## src/rtl/vram_burst_writer.sv

```systemverilog
// vram_burst_writer: drains a first-word-fall-through write FIFO into an
// asynchronous SRAM (CY7C1049-class) using CE-framed, WE-controlled write
// cycles. Each word runs SETUP (1) -> WRITE (WE_CYCLES) -> HOLD (HOLD_CYCLES).
// Up to MAX_BURST words are chained per bus grant without releasing CE.
// All SRAM-facing outputs come straight from flops so the pins never glitch.
module vram_burst_writer #(
  parameter int DATA_W      = 16,
  parameter int ADDR_W      = 19,
  parameter int WE_CYCLES   = 2,
  parameter int HOLD_CYCLES = 1,
  parameter int MAX_BURST   = 4,
  parameter int CNT_W       = 16
) (
  input  logic                  clock,
  input  logic                  reset,
  input  logic [ADDR_W-1:0]     fifo_addr,
  input  logic [DATA_W-1:0]     fifo_data,
  input  logic [DATA_W/8-1:0]   fifo_be,
  input  logic                  empty,
  input  logic                  valid,
  output logic                  fifo_read,
  input  logic                  bus_free,
  output logic [ADDR_W-1:0]     sram_addr,
  output logic [DATA_W-1:0]     dataBusOutput,
  output logic                  data_oe,
  output logic                  writeSignal,
  output logic                  chipEnable,
  output logic [DATA_W/8-1:0]   sram_be_n,
  output logic                  done,
  output logic [CNT_W-1:0]      words_written
);

  localparam int BE_W   = DATA_W / 8;
  localparam int BC_W   = $clog2(MAX_BURST) + 1;
  localparam int CYC_MX = (WE_CYCLES > HOLD_CYCLES) ? WE_CYCLES : HOLD_CYCLES;
  localparam int CC_W   = $clog2(CYC_MX) + 1;

  typedef enum logic [1:0] {
    S_IDLE  = 2'd0,
    S_SETUP = 2'd1,
    S_WRITE = 2'd2,
    S_HOLD  = 2'd3
  } state_t;

  state_t              state_q, state_d;
  logic [CC_W-1:0]     cyc_q, cyc_d;
  logic [BC_W-1:0]     burst_q, burst_d;
  logic [ADDR_W-1:0]   addr_q, addr_d;
  logic [DATA_W-1:0]   data_q, data_d;
  logic [BE_W-1:0]     be_n_q, be_n_d;
  logic                fifo_read_q, fifo_read_d;
  logic                we_n_q, we_n_d;
  logic                ce_n_q, ce_n_d;
  logic                oe_q, oe_d;
  logic                done_q, done_d;
  logic [CNT_W-1:0]    words_q, words_d;
  logic                head_ok;

  assign head_ok = ~empty & valid;

  // Next-state logic: sequence one word at a time and chain words within a burst.
  always_comb begin
    state_d     = state_q;
    cyc_d       = cyc_q;
    burst_d     = burst_q;
    addr_d      = addr_q;
    data_d      = data_q;
    be_n_d      = be_n_q;
    fifo_read_d = 1'b0;
    words_d     = words_q;

    case (state_q)
      S_IDLE: begin
        // bus_free is only consulted here; an in-progress burst is never aborted
        if (head_ok && !bus_free) begin
          addr_d      = fifo_addr;
          data_d      = fifo_data;
          be_n_d      = ~fifo_be;
          fifo_read_d = 1'b1;
          burst_d     = '0;
          state_d     = S_SETUP;
        end else begin
          state_d = S_IDLE;
        end
      end
      S_SETUP: begin
        cyc_d   = '0;
        state_d = S_WRITE;
      end
      S_WRITE: begin
        if (cyc_q == CC_W'(WE_CYCLES - 1)) begin
          cyc_d   = '0;
          state_d = S_HOLD;
        end else begin
          cyc_d = cyc_q + CC_W'(1);
        end
      end
      S_HOLD: begin
        if (cyc_q == CC_W'(HOLD_CYCLES - 1)) begin
          cyc_d   = '0;
          words_d = words_q + CNT_W'(1);
          // chain straight into the next word while CE stays low
          if ((int'(burst_q) + 1 < MAX_BURST) && head_ok) begin
            addr_d      = fifo_addr;
            data_d      = fifo_data;
            be_n_d      = ~fifo_be;
            fifo_read_d = 1'b1;
            burst_d     = burst_q + BC_W'(1);
            state_d     = S_SETUP;
          end else begin
            state_d = S_IDLE;
          end
        end else begin
          cyc_d = cyc_q + CC_W'(1);
        end
      end
      default: begin
        state_d = S_IDLE;
      end
    endcase

    // Pin values are decoded from the next state so they can be registered.
    we_n_d = (state_d != S_WRITE);
    ce_n_d = (state_d == S_IDLE);
    oe_d   = (state_d != S_IDLE);
    done_d = (state_d == S_IDLE);
    if (state_d == S_IDLE) begin
      data_d = '0;
      be_n_d = '1;
    end else begin
      data_d = data_d;
    end
  end

  // State and output registers; reset abandons any word in flight.
  always_ff @(posedge clock) begin
    if (reset) begin
      state_q     <= S_IDLE;
      cyc_q       <= '0;
      burst_q     <= '0;
      addr_q      <= '0;
      data_q      <= '0;
      be_n_q      <= '1;
      fifo_read_q <= 1'b0;
      we_n_q      <= 1'b1;
      ce_n_q      <= 1'b1;
      oe_q        <= 1'b0;
      done_q      <= 1'b1;
      words_q     <= '0;
    end else begin
      state_q     <= state_d;
      cyc_q       <= cyc_d;
      burst_q     <= burst_d;
      addr_q      <= addr_d;
      data_q      <= data_d;
      be_n_q      <= be_n_d;
      fifo_read_q <= fifo_read_d;
      we_n_q      <= we_n_d;
      ce_n_q      <= ce_n_d;
      oe_q        <= oe_d;
      done_q      <= done_d;
      words_q     <= words_d;
    end
  end

  assign fifo_read     = fifo_read_q;
  assign sram_addr     = addr_q;
  assign dataBusOutput = data_q;
  assign data_oe       = oe_q;
  assign writeSignal   = we_n_q;
  assign chipEnable    = ce_n_q;
  assign sram_be_n     = be_n_q;
  assign done          = done_q;
  assign words_written = words_q;

endmodule

```

## config.mk

```make
export PLATFORM = sky130hd
export DESIGN_NAME = vram_burst_writer
export DESIGN_NICKNAME = d
export VERILOG_FILES = /design/src/rtl/vram_burst_writer.sv
export SDC_FILE = /design/constraint.sdc
export NUM_CORES = 1
export LEC_CHECK = 0
export ABC_CLOCK_PERIOD_IN_PS = 2100
export BUFFER_PORTS_ARGS = -buffer_cell sky130_fd_sc_hd__buf_4
export CAP_MARGIN = 20
export CORE_MARGIN = 10
export CORE_UTILIZATION = 40
export DETAILED_ROUTE_END_ITERATION = 8
export GPL_TIMING_DRIVEN = 0
export PLACE_DENSITY = 0.74
export SLEW_MARGIN = 10
export SYNTH_ARGS = -nofsm -noshare
export SYNTH_HDL_FRONTEND = slang
export SYNTH_SLANG_ARGS = --single-unit
```

## constraint.sdc

```tcl
create_clock -name clock -period 2.1 [get_ports clock]
set_clock_uncertainty 0.1 [all_clocks]
set_input_delay 0.42 -clock clock [delete_from_list [all_inputs] [get_ports clock]]
set_output_delay 0.42 -clock clock [all_outputs]
set_load 0.02 [all_outputs]
```

==> results of run 1 <==
==> what timing repair did <==
item	in CTS	in global routing
gates resized for setup	16	21
buffers inserted	2	9
hold endpoints to repair	0	0
endpoints found under the setup margin	47	43
pin swaps	1	5
gates cloned	0	3
==> Yosys cell counts, types with 6 or more instances <==
master | number | area (µm²)
a21oi_1 | 7 | 35.0
clkbuf_1 | 7 | 26.3
dfxtp_1 | 64 | 1280
ha_1 | 10 | 125
inv_1 | 9 | 33.8
mux2i_1 | 36 | 360
nand2_1 | 11 | 41.3
nand3_1 | 6 | 30.0
nor2_1 | 55 | 206
xor2_1 | 7 | 61.3
==> power by group <==
part / internal [mW] / switching (mW) / total [mW]
logic: 0.730 / 0.636 / 1.37
clock network: 0.937 / 0.469 / 1.41
registers: 1.35 / 0.0787 / 1.43
==> per-layer routing <==
layer  global-route usage  vias to the layer above  share of wire
met2                0.195                       66           0.48
met5                    0                        -              0
met1                0.131                     1013           0.41
li1                     -                     1135              -
met4               0.0514                        0         0.0088
met3               0.0645                        5           0.10
==> registers in the layout (all words and copies together), names as in the netlist <==
name	count
cyc_q	2
writeSignal	1
burst_q	3
state_q	2
data_oe	1
fifo_read	1
done	1
sram_be_n	2
words_written	16
dataBusOutput	16
sram_addr	19
==> cell type report <==
| class | count | area (µm²) |
|---|---|---|
| fill | 527 | 2350 |
| sequential | 64 | 1290 |
| multi-input combinational | 179 | 1270 |
| timing repair buffer | 112 | 912 |
| clock buffer | 10 | 138 |
| clock inverter | 6 | 130 |
| buffer | 13 | 130 |
| tap | 77 | 96.3 |
| inverter | 9 | 36.3 |
==> cell usage in the layout (no fill, tap or decap), drive strengths merged, types with 3 or more instances in the layout <==
cell      n
o21ai     5
buf     115
nand2    11
nor2b     3
a211oi    5
mux2i    36
xnor2     5
a21oi     7
nand2b    3
or3       3
nand3     6
nor2     55
dfxtp    64
bufinv    4
xor2      7
clkbuf   20
nand4     3
inv       9
ha       10
nor3b     4
==> logic make-up after synthesis <==
logic type               count (synthesis)
XOR/XNOR                                12
multiplexers                            36
AO/OA/AOI/OAI                           23
buffers and inverters                   22
flip-flops                              64
AND/OR/NAND/NOR                         98
adder cells (fa/ha/maj)                 10
==> final timing paths <==
path         slack, ps                 to          start
min                220  dataBusOutput[15]  fifo_data[15]
max                -20       sram_addr[2]       cyc_q[1]
max reg2reg        -20       sram_addr[2]       cyc_q[1]
min reg2reg        400       sram_addr[0]   sram_addr[0]
==> stage by stage <==
step	instance area [µm²]	hold slack [ps]	worst slack (ps)	TNS [ps]
finish	4000	220	-18.9	-76.7
global placement	3450	373	-258	-9450
global route	4000	221	-130	-3020
detailed placement	3450	383	-349	-11790
floorplan	2620	363	15.4	0
CTS	3780	210	3.12	0
==> critical path: stages, from the launching register on <==
cell	delay, ps
dfxtp_2	350
inv_4	70
ha_4	140
and2_1	140
buf_6	110
nand3b_4	90
a221oi_4	310
buf_6	190
buf_12	130
buf_6	120
mux2i_1	180
nor2_1	50
==> metrics.txt, run 1 <==
run status=finished, violations left; failing checks=setup timing; Post-DP HPWL=4.92 mm; CTS Hold Bufs=0; final wirelength=6.81 mm; Layout Nets=440; largest family of logic cells by synthesized area=simple AND/OR/NAND/NOR gates; RSZ-0062 raised after global routing=yes; Ys Warns=0; Cells after DPL=440; Final Core Density=0.631; ys async rst share=0; crit share post-route=1.01; vias=2219; Mapped Nets=317; row count=29; CTS tree=yes; IO Port Bufs=98; clk_lat worst skew=330 ps; grt ovf=0; minimum clock period=2120 ps; final non-filler cell total=470; # setup viols final=7; CTS H-Tree Depth=3; Die X=101 µm; antenna cells=0; Worst Tran Pin Value=557 ps; Setup crit start kind=flip-flop; final antenna-violating net count=0; Crit Path Category=reg2reg; Vias per Instance=4.72; area delta synth->final=52.7%; Main synth FF type=dfxtp_1; # IOs=100; data arrival time of the worst path=2220 ps; Pleak=1.76 nW; synthesized area per cell=9.90 µm²; first-pass GRT wire length=10.1 mm; Routed wire per std cell=14.5 µm; crit path capture type=flip-flop; slew margin rel.=0.629; Post-Synth XOR/XNOR Area=0.0401; core area=0.00635 mm²; largest net degree at the start of global routing=12; Root Driver=clkbuf_8; Mapped Cells=265; f_max=0.472 GHz; die outline height=101 µm; Hold Path Class=in2reg; Slew Limit Fails=0; VDD IR max=0.641 mV; Adder-Cell Fraction of Synth Area=0.0477; DRC=0; RePlAce Congestion=0.761; post-synthesis sequential area ratio=0.489; Clock Pin Slew Worst Setup and Hold Paths=80 ps; initial antenna violation count=0; pwr dens=1050 mW/mm²; Initial Util=0.413; Synth Area in Simple Gates=0.177; Initial DRT Pass Iterations=4; total power=4.20 mW; Hold Violations, Final=0; share of layout cells above drive strength 1=0.382; EDFF count, synth=0; final worst slack=-18.9 ps; initial drt markers=57; Max Cap Viol=0; die area=0.0102 mm²; total track usage=0.122; post-synthesis compound-gate area fraction=0.0635; TritonCTS buffer count=9; Req. time, crit path=2200 ps; Worst R2R Path Depth=11; WHS Path Cells=3; # clock sinks=64; vias in the first global route=2177; Distinct cells, synth=32; CP max FO=8; mux cell area share after synthesis=0.137; mapped cell area=0.00262 mm²; Seq cells post-synth=64; CTS max path bufs=2
Power figures use the tool's default switching activity.
==> run 2, diff against run 1 <==
--- a/config.mk
+++ b/config.mk
@@ -9,10 +9,10 @@
 export BUFFER_PORTS_ARGS = -buffer_cell sky130_fd_sc_hd__buf_4
 export CAP_MARGIN = 20
 export CORE_MARGIN = 10
-export CORE_UTILIZATION = 40
+export CORE_UTILIZATION = 44
 export DETAILED_ROUTE_END_ITERATION = 8
 export GPL_TIMING_DRIVEN = 0
-export PLACE_DENSITY = 0.74
+export PLACE_DENSITY = 0.8
 export SLEW_MARGIN = 10
 export SYNTH_ARGS = -nofsm -noshare
 export SYNTH_HDL_FRONTEND = slang
==> metrics.txt, run 2 (synthesis gave the netlist of run 1 again) <==
Largest register FFs=19 (unchanged); CTS max path bufs=2 (unchanged); slew margin rel.=0.643 (+0.0143); final non-filler cell total=464 (-1.3%); Hold Violations, Final=0 (unchanged); Initial Util=0.448 (+0.0352); most frequent cells in the layout=buf_4, dfxtp_1, nor2_1, mux2i_1, nand2_1; f_max=0.478 GHz (+1.3%); Slew Limit Fails=0 (unchanged); Crit path top cell by count=buf_6; die area=0.00945 mm² (-7.3%); # clock sinks=64 (unchanged); Cells after DPL=438 (-0.45%); M2 GR Usage=0.234 (+0.0390); CP max stage cell=dfxtp_4; CTS H-Tree Depth=3 (unchanged); antenna cells=0 (unchanged); CP peak stage delay=390 ps (+40 ps); Root Driver=clkbuf_8; Post-DP HPWL=5.09 mm (+3.5%); vias=2271 (+2.3%); FF+latch area=0.00129 mm² (unchanged); first-pass GRT wire length=11.0 mm (+8.4%); total power=3.82 mW (-9.1%); met3 usage=0.0597 (-0.00473); largest net degree at the start of global routing=11 (-1); total track usage=0.140 (+0.0182); Max Cap Viol=0 (unchanged); commonest non-fill, non-tap cell in the layout=buf_4; Clock Pin Slew Worst Setup and Hold Paths=70 ps (about the same); Layout Nets=436 (-0.91%); share of layout cells above drive strength 1=0.383 (+0.00135); RePlAce Congestion=0.701 (-7.9%); minimum clock period=2090 ps (-27.4 ps); data arrival time of the worst path=2190 ps (-30 ps); Routed wire per std cell=15.3 µm (+5.6%); die outline height=97.2 µm (-3.7%); Worst Tran Pin Value=535 ps (-21.4 ps); IO Port Bufs=98 (unchanged); final worst slack=8.52 ps (+27.4 ps); dpl ws=-247 ps (+102 ps); final antenna-violating net count=0 (unchanged); TritonCTS buffer count=9 (unchanged); hold wc startpoint=fifo_addr[3]; DRC=0 (unchanged); grt ovf=0 (unchanged); Filler cells=483 (-8.3%); Vias per Instance=4.89 (+3.7%); initial drt markers=64 (+12%); Die X=97.2 µm (-3.7%); # IOs=100 (unchanged); GR met1 Demand/Resource=0.146 (+0.0147); pwr dens=990 mW/mm² (-5.7%); # setup viols final=0 (-7); Cell Chain, Critical Path=ha_4, and2_4, buf_6, nand3b_4, a221oi_4, buf_6, buf_8, mux2i_1, nor2_1; vias in the first global route=2321 (+6.6%); Setup crit start kind=flip-flop; Req. time, crit path=2190 ps (about the same); crit path capture type=flip-flop; initial antenna violation count=0 (unchanged); Multi-input gate area=0.00129 mm² (+1.4%); r2r startpoint=state_q[1]; run status=complete, no violations; reg2reg setup slack=9 ps (+30 ps); CP max FO=10 (+2); crit share post-route=0.996 (-0.0131); clk_lat worst skew=330 ps (about the same); Initial DRT Pass Iterations=4 (unchanged); CTS Hold Bufs=0 (unchanged); Critical Path Source=state_q[1]; Crit Path Category=reg2reg; final wirelength=7.10 mm (+4.3%); Most Crowded Layer GR=met2; RSZ-0062 raised after global routing=yes; Hold Path Class=in2reg; Pleak=1.68 nW (-4.3%); CTS tree=yes; area delta synth->final=47.2%; VDD IR max=0.556 mV (-13%); core area=0.00585 mm² (-7.9%); row count=28 (-3.4%)
## run 2: changes by cell type in the layout (fill, tap and decap cells not counted), moves of 2 or more
cell / change
mux2i_2: +4
buf_4: +2
inv_2: +3
mux2i_1: -4
clkbuf_1: +3
buf_8: +2
inv_1: -2
bufinv_16: -2
buf_6: -3
clkbuf_16: -2
buf_12: -3
## run 2: critical path, delay by kind of cell, from the launching register on
kind	cells	cell delay, ps
AOI/OAI and AO/OA	1	310
adders and majority gates	1	180
buffers and inverters	3	460
DFF	1	390
muxes	1	210
and+or+nand+nor	3	310
## run 2: timing repair
| action | in CTS | in global routing |
|---|---|---|
| cloned | 0 | 1 |
| pin swaps | 1 | 5 |
| gates resized for setup | 11 | 20 |
| endpoints found under the setup margin | 45 | 45 |
| buffers inserted | 2 | 7 |
## run 2: power by group
part	switching, mW	leakage (nW)	internal [mW]
Combinational	0.615	1.05	0.611
Sequential	0.0825	0.522	1.35
Clock	0.459	0.108	0.701
Total	1.16	1.68	2.66
## run 2: worst paths after layout
path                       to  depth (start not counted)
max              sram_addr[0]                          9
min              sram_addr[3]                          3
max reg2reg      sram_addr[0]                          9
min reg2reg  dataBusOutput[5]                          2
## run 2: area by class of cell
class / count / share of cell area
Sequential cell: 64 / 0.334
Clock buffer: 13 / 0.0386
Multi-Input combinational cell: 179 / 0.333
Clock inverter: 3 / 0.0169
Timing Repair Buffer: 108 / 0.215
Buffer: 13 / 0.0282
Inverter: 9 / 0.00875
Tap cell: 75 / 0.0243
## run 2: per-stage QoR
step	area, µm²	utilization	setup TNS, ps	hold WS, ps
6_report	3860	0.660	0	220
5_1_grt	3860	0.660	-1000	214
4_1_cts	3710	0.635	-14.7	209
3_5_place_dp	3450	0.590	-8550	387
3_3_place_gp	3450	0.590	-8950	373
2_1_floorplan	2620	-	0	363
## run 2: layer usage
| layer | wire [µm] | vias up |
|---|---|---|
| li1 | - | 1126 |
| met1 | 2860 | 1074 |
| met2 | 3580 | 62 |
| met3 | 537 | 9 |
| met4 | 118 | 0 |
| met5 | 0 | - |
